$ cat config.mk
export PLATFORM = sky130hd
export DESIGN_NAME = imem_loader_flat
export DESIGN_NICKNAME = d
export VERILOG_FILES = /design/src/rtl/imem_loader_if.sv /design/src/rtl/imem_loader.sv /design/src/flat_wrapper.sv
export SDC_FILE = /design/constraint.sdc
export NUM_CORES = 1
export LEC_CHECK = 0
export ABC_AREA = 1
export CORE_MARGIN = 3
export CORE_UTILIZATION = 49
export DETAILED_ROUTE_END_ITERATION = 8
export GPL_TIMING_DRIVEN = 1
export PLACE_DENSITY = 0.75
export SLEW_MARGIN = 30
export SYNTH_ARGS = -nofsm -noshare
export SYNTH_HDL_FRONTEND = slang
export SYNTH_SLANG_ARGS = --single-unit
export TNS_END_PERCENT = 1
$ cat constraint.sdc
create_clock -name clk -period 5.1 [get_ports clk]
set_input_delay 1.02 -clock clk [delete_from_list [all_inputs] [get_ports clk]]
set_output_delay 1.02 -clock clk [all_outputs]
set_load 0.02 [all_outputs]
$ cat src/rtl/imem_loader_if.sv
// Loader bus: program byte handshake in, ROM write strobe, fetch gating and session status out.
// Latency: none (wires only).
// Backpressure: byte_valid/byte_ready handshake; a byte moves when both are high at a rising edge.
interface imem_loader_if #(
   parameter int XLEN = 32
);
   logic            start;
   logic            byte_valid;
   logic [7:0]      byte_data;
   logic            byte_ready;
   logic            fetch_ren;
   logic            imem_ren;
   logic            prog_en;
   logic [XLEN-1:0] prog_addr;
   logic [XLEN-1:0] prog_data;
   logic            core_hold;
   logic            busy;
   logic            done;
   logic            error;
   logic [XLEN-1:0] words_loaded;

   modport master (
      output start, byte_valid, byte_data, fetch_ren,
      input  byte_ready, imem_ren, prog_en, prog_addr, prog_data,
             core_hold, busy, done, error, words_loaded
   );

   modport slave (
      input  start, byte_valid, byte_data, fetch_ren,
      output byte_ready, imem_ren, prog_en, prog_addr, prog_data,
             core_hold, busy, done, error, words_loaded
   );
endinterface

$ cat src/rtl/imem_loader.sv
// Loads a length-prefixed little-endian byte stream into instruction ROM while holding fetch.
// Latency: ROM write one cycle after each word's 4th byte; done coincides with the final write.
// Backpressure: byte_ready high in LEN/DATA/CSUM only; trailing checksum under IMEM_LOADER_CHECKSUM_EN.
module imem_loader #(
   parameter int ROM_SIZE = 8192,
   parameter int XLEN     = 32
) (
   input logic          clk,
   input logic          reset,
   imem_loader_if.slave bus
);
   localparam logic [XLEN-1:0] MAX_WORDS = XLEN'(ROM_SIZE / 4);

   typedef enum logic [2:0] {
      S_IDLE = 3'd0,
      S_LEN  = 3'd1,
      S_DATA = 3'd2,
`ifdef IMEM_LOADER_CHECKSUM_EN
      S_CSUM = 3'd3,
`endif
      S_FIN  = 3'd4,
      S_ERR  = 3'd5
   } state_t;

   state_t          state_q;
   logic [1:0]      bcnt_q;
   logic [23:0]     asm_q;
   logic [XLEN-1:0] len_q;
   logic [XLEN-1:0] words_q;
   logic [XLEN-1:0] prog_addr_q;
   logic [XLEN-1:0] prog_data_q;
   logic            prog_en_q;
   logic            core_hold_q;
   logic            busy_q;
   logic            ready_q;
   logic            done_q;
   logic            error_q;
`ifdef IMEM_LOADER_CHECKSUM_EN
   logic [31:0]     csum_q;
`endif

   logic            take_d;
   logic            start_ok_d;
   logic            last_d;
   logic [31:0]     word_d;
   logic [XLEN-1:0] word_x_d;

   // The 4th byte is used straight off the bus, so only three bytes need storing.
   assign word_d     = {bus.byte_data, asm_q};
   assign word_x_d   = XLEN'(word_d);
   assign take_d     = bus.byte_valid & ready_q;
   assign start_ok_d = bus.start & ((state_q == S_IDLE) || (state_q == S_FIN) || (state_q == S_ERR));
   assign last_d     = (words_q + XLEN'(1)) == len_q;

   always_ff @(posedge clk or posedge reset) begin
      if (reset) begin
         state_q     <= S_IDLE;
         bcnt_q      <= 2'd0;
         asm_q       <= 24'd0;
         len_q       <= '0;
         words_q     <= '0;
         prog_addr_q <= '0;
         prog_data_q <= '0;
         prog_en_q   <= 1'b0;
         core_hold_q <= 1'b0;
         busy_q      <= 1'b0;
         ready_q     <= 1'b0;
         done_q      <= 1'b0;
         error_q     <= 1'b0;
`ifdef IMEM_LOADER_CHECKSUM_EN
         csum_q      <= 32'd0;
`endif
      end else begin
         prog_en_q <= 1'b0;
         done_q    <= 1'b0;
         if (start_ok_d) begin
            state_q     <= S_LEN;
            bcnt_q      <= 2'd0;
            asm_q       <= 24'd0;
            words_q     <= '0;
            error_q     <= 1'b0;
            core_hold_q <= 1'b1;
            busy_q      <= 1'b1;
            ready_q     <= 1'b1;
`ifdef IMEM_LOADER_CHECKSUM_EN
            csum_q      <= 32'd0;
`endif
         end else if (take_d) begin
            bcnt_q <= bcnt_q + 2'd1;
            case (bcnt_q)
               2'd0: asm_q[7:0]   <= bus.byte_data;
               2'd1: asm_q[15:8]  <= bus.byte_data;
               2'd2: asm_q[23:16] <= bus.byte_data;
               default: begin
                  case (state_q)
                     S_LEN: begin
                        if ((word_x_d == '0) || (word_x_d > MAX_WORDS)) begin
                           state_q <= S_ERR;
                           error_q <= 1'b1;
                           busy_q  <= 1'b0;
                           ready_q <= 1'b0;
                        end else begin
                           len_q   <= word_x_d;
                           state_q <= S_DATA;
                        end
                     end
                     S_DATA: begin
                        prog_en_q   <= 1'b1;
                        prog_addr_q <= words_q << 2;
                        prog_data_q <= word_x_d;
                        words_q     <= words_q + XLEN'(1);
`ifdef IMEM_LOADER_CHECKSUM_EN
                        csum_q      <= csum_q + word_d;
                        if (last_d) state_q <= S_CSUM;
`else
                        if (last_d) begin
                           state_q     <= S_FIN;
                           done_q      <= 1'b1;
                           core_hold_q <= 1'b0;
                           busy_q      <= 1'b0;
                           ready_q     <= 1'b0;
                        end
`endif
                     end
`ifdef IMEM_LOADER_CHECKSUM_EN
                     S_CSUM: begin
                        busy_q  <= 1'b0;
                        ready_q <= 1'b0;
                        if (word_d == csum_q) begin
                           state_q     <= S_FIN;
                           done_q      <= 1'b1;
                           core_hold_q <= 1'b0;
                        end else begin
                           state_q <= S_ERR;
                           error_q <= 1'b1;
                        end
                     end
`endif
                     default: ;
                  endcase
               end
            endcase
         end
      end
   end

   assign bus.byte_ready   = ready_q;
   assign bus.imem_ren     = bus.fetch_ren & ~core_hold_q;
   assign bus.prog_en      = prog_en_q;
   assign bus.prog_addr    = prog_addr_q;
   assign bus.prog_data    = prog_data_q;
   assign bus.core_hold    = core_hold_q;
   assign bus.busy         = busy_q;
   assign bus.done         = done_q;
   assign bus.error        = error_q;
   assign bus.words_loaded = words_q;
endmodule

$ cat src/flat_wrapper.sv
// flat-port wrapper written by rule: the top's interface ports become plain ports
module imem_loader_flat 
#(
   parameter int ROM_SIZE = 8192,
   parameter int XLEN     = 32
)
  (clk, reset, bus_start, bus_byte_valid, bus_byte_data, bus_fetch_ren, bus_byte_ready, bus_imem_ren, bus_prog_en, bus_prog_addr, bus_prog_data, bus_core_hold, bus_busy, bus_done, bus_error, bus_words_loaded);
  imem_loader_if #(.XLEN(XLEN)) bus_i ();
  input logic clk;
  input logic reset;
  input wire logic [$bits(bus_i.start)-1:0] bus_start;
  input wire logic [$bits(bus_i.byte_valid)-1:0] bus_byte_valid;
  input wire logic [$bits(bus_i.byte_data)-1:0] bus_byte_data;
  input wire logic [$bits(bus_i.fetch_ren)-1:0] bus_fetch_ren;
  output wire logic [$bits(bus_i.byte_ready)-1:0] bus_byte_ready;
  output wire logic [$bits(bus_i.imem_ren)-1:0] bus_imem_ren;
  output wire logic [$bits(bus_i.prog_en)-1:0] bus_prog_en;
  output wire logic [$bits(bus_i.prog_addr)-1:0] bus_prog_addr;
  output wire logic [$bits(bus_i.prog_data)-1:0] bus_prog_data;
  output wire logic [$bits(bus_i.core_hold)-1:0] bus_core_hold;
  output wire logic [$bits(bus_i.busy)-1:0] bus_busy;
  output wire logic [$bits(bus_i.done)-1:0] bus_done;
  output wire logic [$bits(bus_i.error)-1:0] bus_error;
  output wire logic [$bits(bus_i.words_loaded)-1:0] bus_words_loaded;
  assign bus_i.start = bus_start;
  assign bus_i.byte_valid = bus_byte_valid;
  assign bus_i.byte_data = bus_byte_data;
  assign bus_i.fetch_ren = bus_fetch_ren;
  assign bus_byte_ready = bus_i.byte_ready;
  assign bus_imem_ren = bus_i.imem_ren;
  assign bus_prog_en = bus_i.prog_en;
  assign bus_prog_addr = bus_i.prog_addr;
  assign bus_prog_data = bus_i.prog_data;
  assign bus_core_hold = bus_i.core_hold;
  assign bus_busy = bus_i.busy;
  assign bus_done = bus_i.done;
  assign bus_error = bus_i.error;
  assign bus_words_loaded = bus_i.words_loaded;
  imem_loader #(.ROM_SIZE(ROM_SIZE), .XLEN(XLEN)) u_core (.clk(clk), .reset(reset), .bus(bus_i));
endmodule
==> run summary <==
## Cells and area
- **area used by sequential logic in the layout** 4000 sq um
- **post-route design area** 9810 sq um
- **fill cell count** 1,372
- **multi-input logic area** 3350 sq um
- **Final nets** 1,148
- **antenna fix cells** 0
- **final core utilization** 63.3%
- **area growth from synthesis to layout** 24.6%
- **layout cell share with drive strength beyond 1** 6.82%

## Global route
- **total routing resource utilization after global routing** 23.8%
- **pin count of the biggest net entering global routing** 161
- **wire length of the first global-routing pass** 33.8 mm
- **GR Overflow Total** 0
- **number of antenna violations at the first check in global routing** 0
- **vias in the first global route** 6,777

## Floorplan
- **width of the chip** 133 um
- **Placement Rows** 45
- **initial cell density of the core** 50.9%
- **area inside the core boundary** 15,500 sq um
- **Die Y-Extent** 133 um
- **number of I/O pins** 116
- **die area** 17,600 sq um

## Run
- **count of maximum capacitance violations** 0

## STA
- **summed negative setup slack over all endpoints** 0 ns
- **Hold Violations, Final** 0
- **setup repair after global routing missed its margin** false
- **Final Skew** 0.00591 ns
- **Max-Slew Margin vs Limit** 41.5%
- **slew at the pin with the worst max-slew slack** 0.878 ns
- **final-report setup violation count** 0
- **post-route clock period utilization** 63.1%
- **clock period minus worst slack** 3.22 ns
- **Final Slew Violations** 0
- **maximum clock frequency** 0.311 GHz

## Pwr
- **peak ir drop on the vdd network** 0.000283 V
- **Pleak** 4.58 nW
- **P per Cell Area** 322 nW/um^2

## Drt
- **detail-routed net length per standard cell** 15.1 um
- **number of vias per cell after detailed routing** 5.27
- **wire length reported by the detailed router** 20.4 mm
- **first drt pass iteration count** 6
- **antenna-violating nets left** 0
- **number of design rule violations left after detail routing** 0
- **DRC marker count from the first detailed-route iteration** 699
- **total number of vias** 7,139

## Clock tree
- **number of resized instances in the post-cts repair step** 0
- **clk_lat worst skew** 0.43 ns
- **CTS sink cnt** 160
- **CTS H-tree depth** 4
- **CTS root buf** sky130_fd_sc_hd__clkbuf_16
- **Worst-path clk slew** 0.06 ns
- **number of buffers inserted for hold repair after clock tree synthesis** 0
- **maximum buffer depth of the clock tree** 2
- **Post-CTS Setup Repair Bufs** 0
- **CTS tree** built
- **Num CTS Buffers** 17

## Worst setup path
- **crit path capture type** primary output
- **largest driver fanout on the critical path** 1
- **startpoint-to-endpoint class of the critical path** in2out
- **origin of the critical flop-to-flop path** u_core.bus.words_loaded[0]
- **Arrival @ worst endpoint** 2.20 ns
- **Crit. Startpoint** bus_fetch_ren
- **data required time of the worst path** 4.08 ns
- **crit start category** input port

## Hold path
- **classification of the worst-slack hold path** reg2reg
- **startpoint of the tightest hold check path** u_core.bus.prog_data[27]

## Synthesis
- **most common flop cell mapped by yosys** sky130_fd_sc_hd__dfrtp_1
- **Compound-Gate Fraction of Synth Area** 8.29%
- **count of state elements after synthesis** 160
- **largest family of logic cells by synthesized area** simple AND/OR/NAND/NOR gates
- **unique cell type count in the Yosys netlist** 32
- **number of cells produced by synthesis** 1,020
- **fraction of synthesized cell area taken by the top area cell type** 50.9%
- **top-count cell post-synth** sky130_fd_sc_hd__nand2_1
- **Mapped Avg Cell Area** 7.72 sq um
- **Post-Synth Adder-Cell Area** 0.795%
- **cells taking the most area after synthesis** sky130_fd_sc_hd__dfrtp_1 (51%), sky130_fd_sc_hd__nand2_1 (17%), sky130_fd_sc_hd__o21ai_0 (6.4%), sky130_fd_sc_hd__nand3_1 (5.5%), sky130_fd_sc_hd__inv_1 (5.1%)
- **Post-synth EDFFs** 0
- **synthesized-area fraction occupied by xor and xnor cells** 0.636%
- **share of synthesized registers carrying an async set or reset** 100%
- **Netlist Area Pre-Place** 7870 sq um
- **area fraction in and, or, nand and nor cells after synthesis** 32.5%
- **multiplexer area fraction after synthesis** 0%
- **share of the yosys chip area belonging to registers** 50.9%
- **cell type contributing the most total cell area after synthesis** sky130_fd_sc_hd__dfrtp_1
- **Post-synth top cells** sky130_fd_sc_hd__nand2_1 (351), sky130_fd_sc_hd__dfrtp_1 (160), sky130_fd_sc_hd__inv_1 (107), sky130_fd_sc_hd__o21ai_0 (101), sky130_fd_sc_hd__nand3_1 (87)
- **Synthesis Warnings** 0

## Place
- **HPWL after DPL** 14.6 mm
- **total cell area at the placement stage** 9230 sq um
- **routability cong.** 0.987
- **port buffer count** 113

## Outcome
- **status** finished, final reports clean

-- where the power goes --
group | total [mW] | leakage [nW] | internal, mW | switching, mW
Clock | 1.24 | 0.262 | 0.691 | 0.552
Combinational | 0.449 | 2.28 | 0.144 | 0.306
Sequential | 1.47 | 2.04 | 1.38 | 0.0903
-- final cells by class --
cell class	count	area share [%]
sequential	160	40.8
inverter	110	4.26
timing repair buffer	121	12.3
multi-input combinational	720	34.1
clock buffer	18	4.48
tap	211	2.69
clock inverter	14	1.35
-- stage by stage --
step	cells	hold slack, ns	setup slack, ns	total power, mW
3_5_place_dp	1322	0.462	1.45	1.93
2_1_floorplan	1021	0.453	2.05	1.77
5_1_grt	1354	0.501	1.56	3.31
3_3_place_gp	1322	0.454	1.49	1.92
6_report	1354	0.470	1.88	3.16
4_1_cts	1354	0.474	1.88	3.18
-- layer usage --
layer	track usage, %	up-vias	share of wire, %
li1	-	3482	-
met1	33.1	3318	44
met2	36.9	294	45
met3	5.25	45	8.0
met4	8.83	0	2.4
met5	0	-	0
-- worst paths after layout --
| kind | end | slack, ns | cells past startpoint |
|---|---|---|---|
| worst min-delay path | u_core.bus.prog_data[27] | 0.47 | 2 |
| max in group asynchronous | u_core.bus.prog_addr[31] | 3.28 | 3 |
| min in group asynchronous | u_core.bus.prog_data[27] | 1.12 | 3 |
| worst min register to register | u_core.bus.prog_data[27] | 0.47 | 2 |
| worst max-delay path | bus_imem_ren | 1.88 | 4 |
| worst max register to register | u_core.state_q[1] | 2.52 | 18 |
-- cell families (layout without fill, tap and decap cells) --
group / Yosys count / count (layout)
AO/OA/AOI/OAI: 126 / 126
other: 1 / 2
adder cells (fa/ha/maj): 5 / 5
buffers and inverters: 141 / 263
XOR/XNOR: 4 / 4
flip-flops: 160 / 160
AND/OR/NAND/NOR: 583 / 583
-- flip-flops by register name, summed over array words and instances, names as in the netlist --
signal	count
u_core.bus.prog_data	32
u_core.bus.words_loaded	32
u_core.len_q	32
u_core.bus.prog_addr	30
u_core.asm_q	24
u_core.state_q	3
u_core.bcnt_q	2
u_core.bus.busy	1
u_core.bus.core_hold	1
u_core.bus.done	1
u_core.bus.error	1
u_core.bus.prog_en	1
-- worst max-delay path, cell delays in order --
cell and delay [ns]:
sky130_fd_sc_hd__clkdlybuf4s50_1 0.45, sky130_fd_sc_hd__inv_1 0.03, sky130_fd_sc_hd__nor2_1 0.08, sky130_fd_sc_hd__clkdlybuf4s50_1 0.61
-- cells in the final DEF, fill, tap and decap left out, types with 5 or more instances in the layout --
| cell type | n |
|---|---|
| sky130_fd_sc_hd__nand2_1 | 351 |
| sky130_fd_sc_hd__dfrtp_1 | 160 |
| sky130_fd_sc_hd__clkdlybuf4s50_1 | 113 |
| sky130_fd_sc_hd__inv_1 | 105 |
| sky130_fd_sc_hd__o21ai_0 | 101 |
| sky130_fd_sc_hd__nand3_1 | 87 |
| sky130_fd_sc_hd__nor2_1 | 80 |
| sky130_fd_sc_hd__nand4_1 | 20 |
| sky130_fd_sc_hd__clkbuf_16 | 17 |
| sky130_fd_sc_hd__o22ai_1 | 13 |
| sky130_fd_sc_hd__nor2_2 | 9 |
| sky130_fd_sc_hd__nor3_1 | 7 |
| sky130_fd_sc_hd__clkinvlp_4 | 7 |
| sky130_fd_sc_hd__nand2_2 | 7 |
| sky130_fd_sc_hd__buf_4 | 7 |
| sky130_fd_sc_hd__nor4_1 | 5 |
| sky130_fd_sc_hd__ha_1 | 5 |
| sky130_fd_sc_hd__inv_6 | 5 |
(Power assumes the default switching activity.)
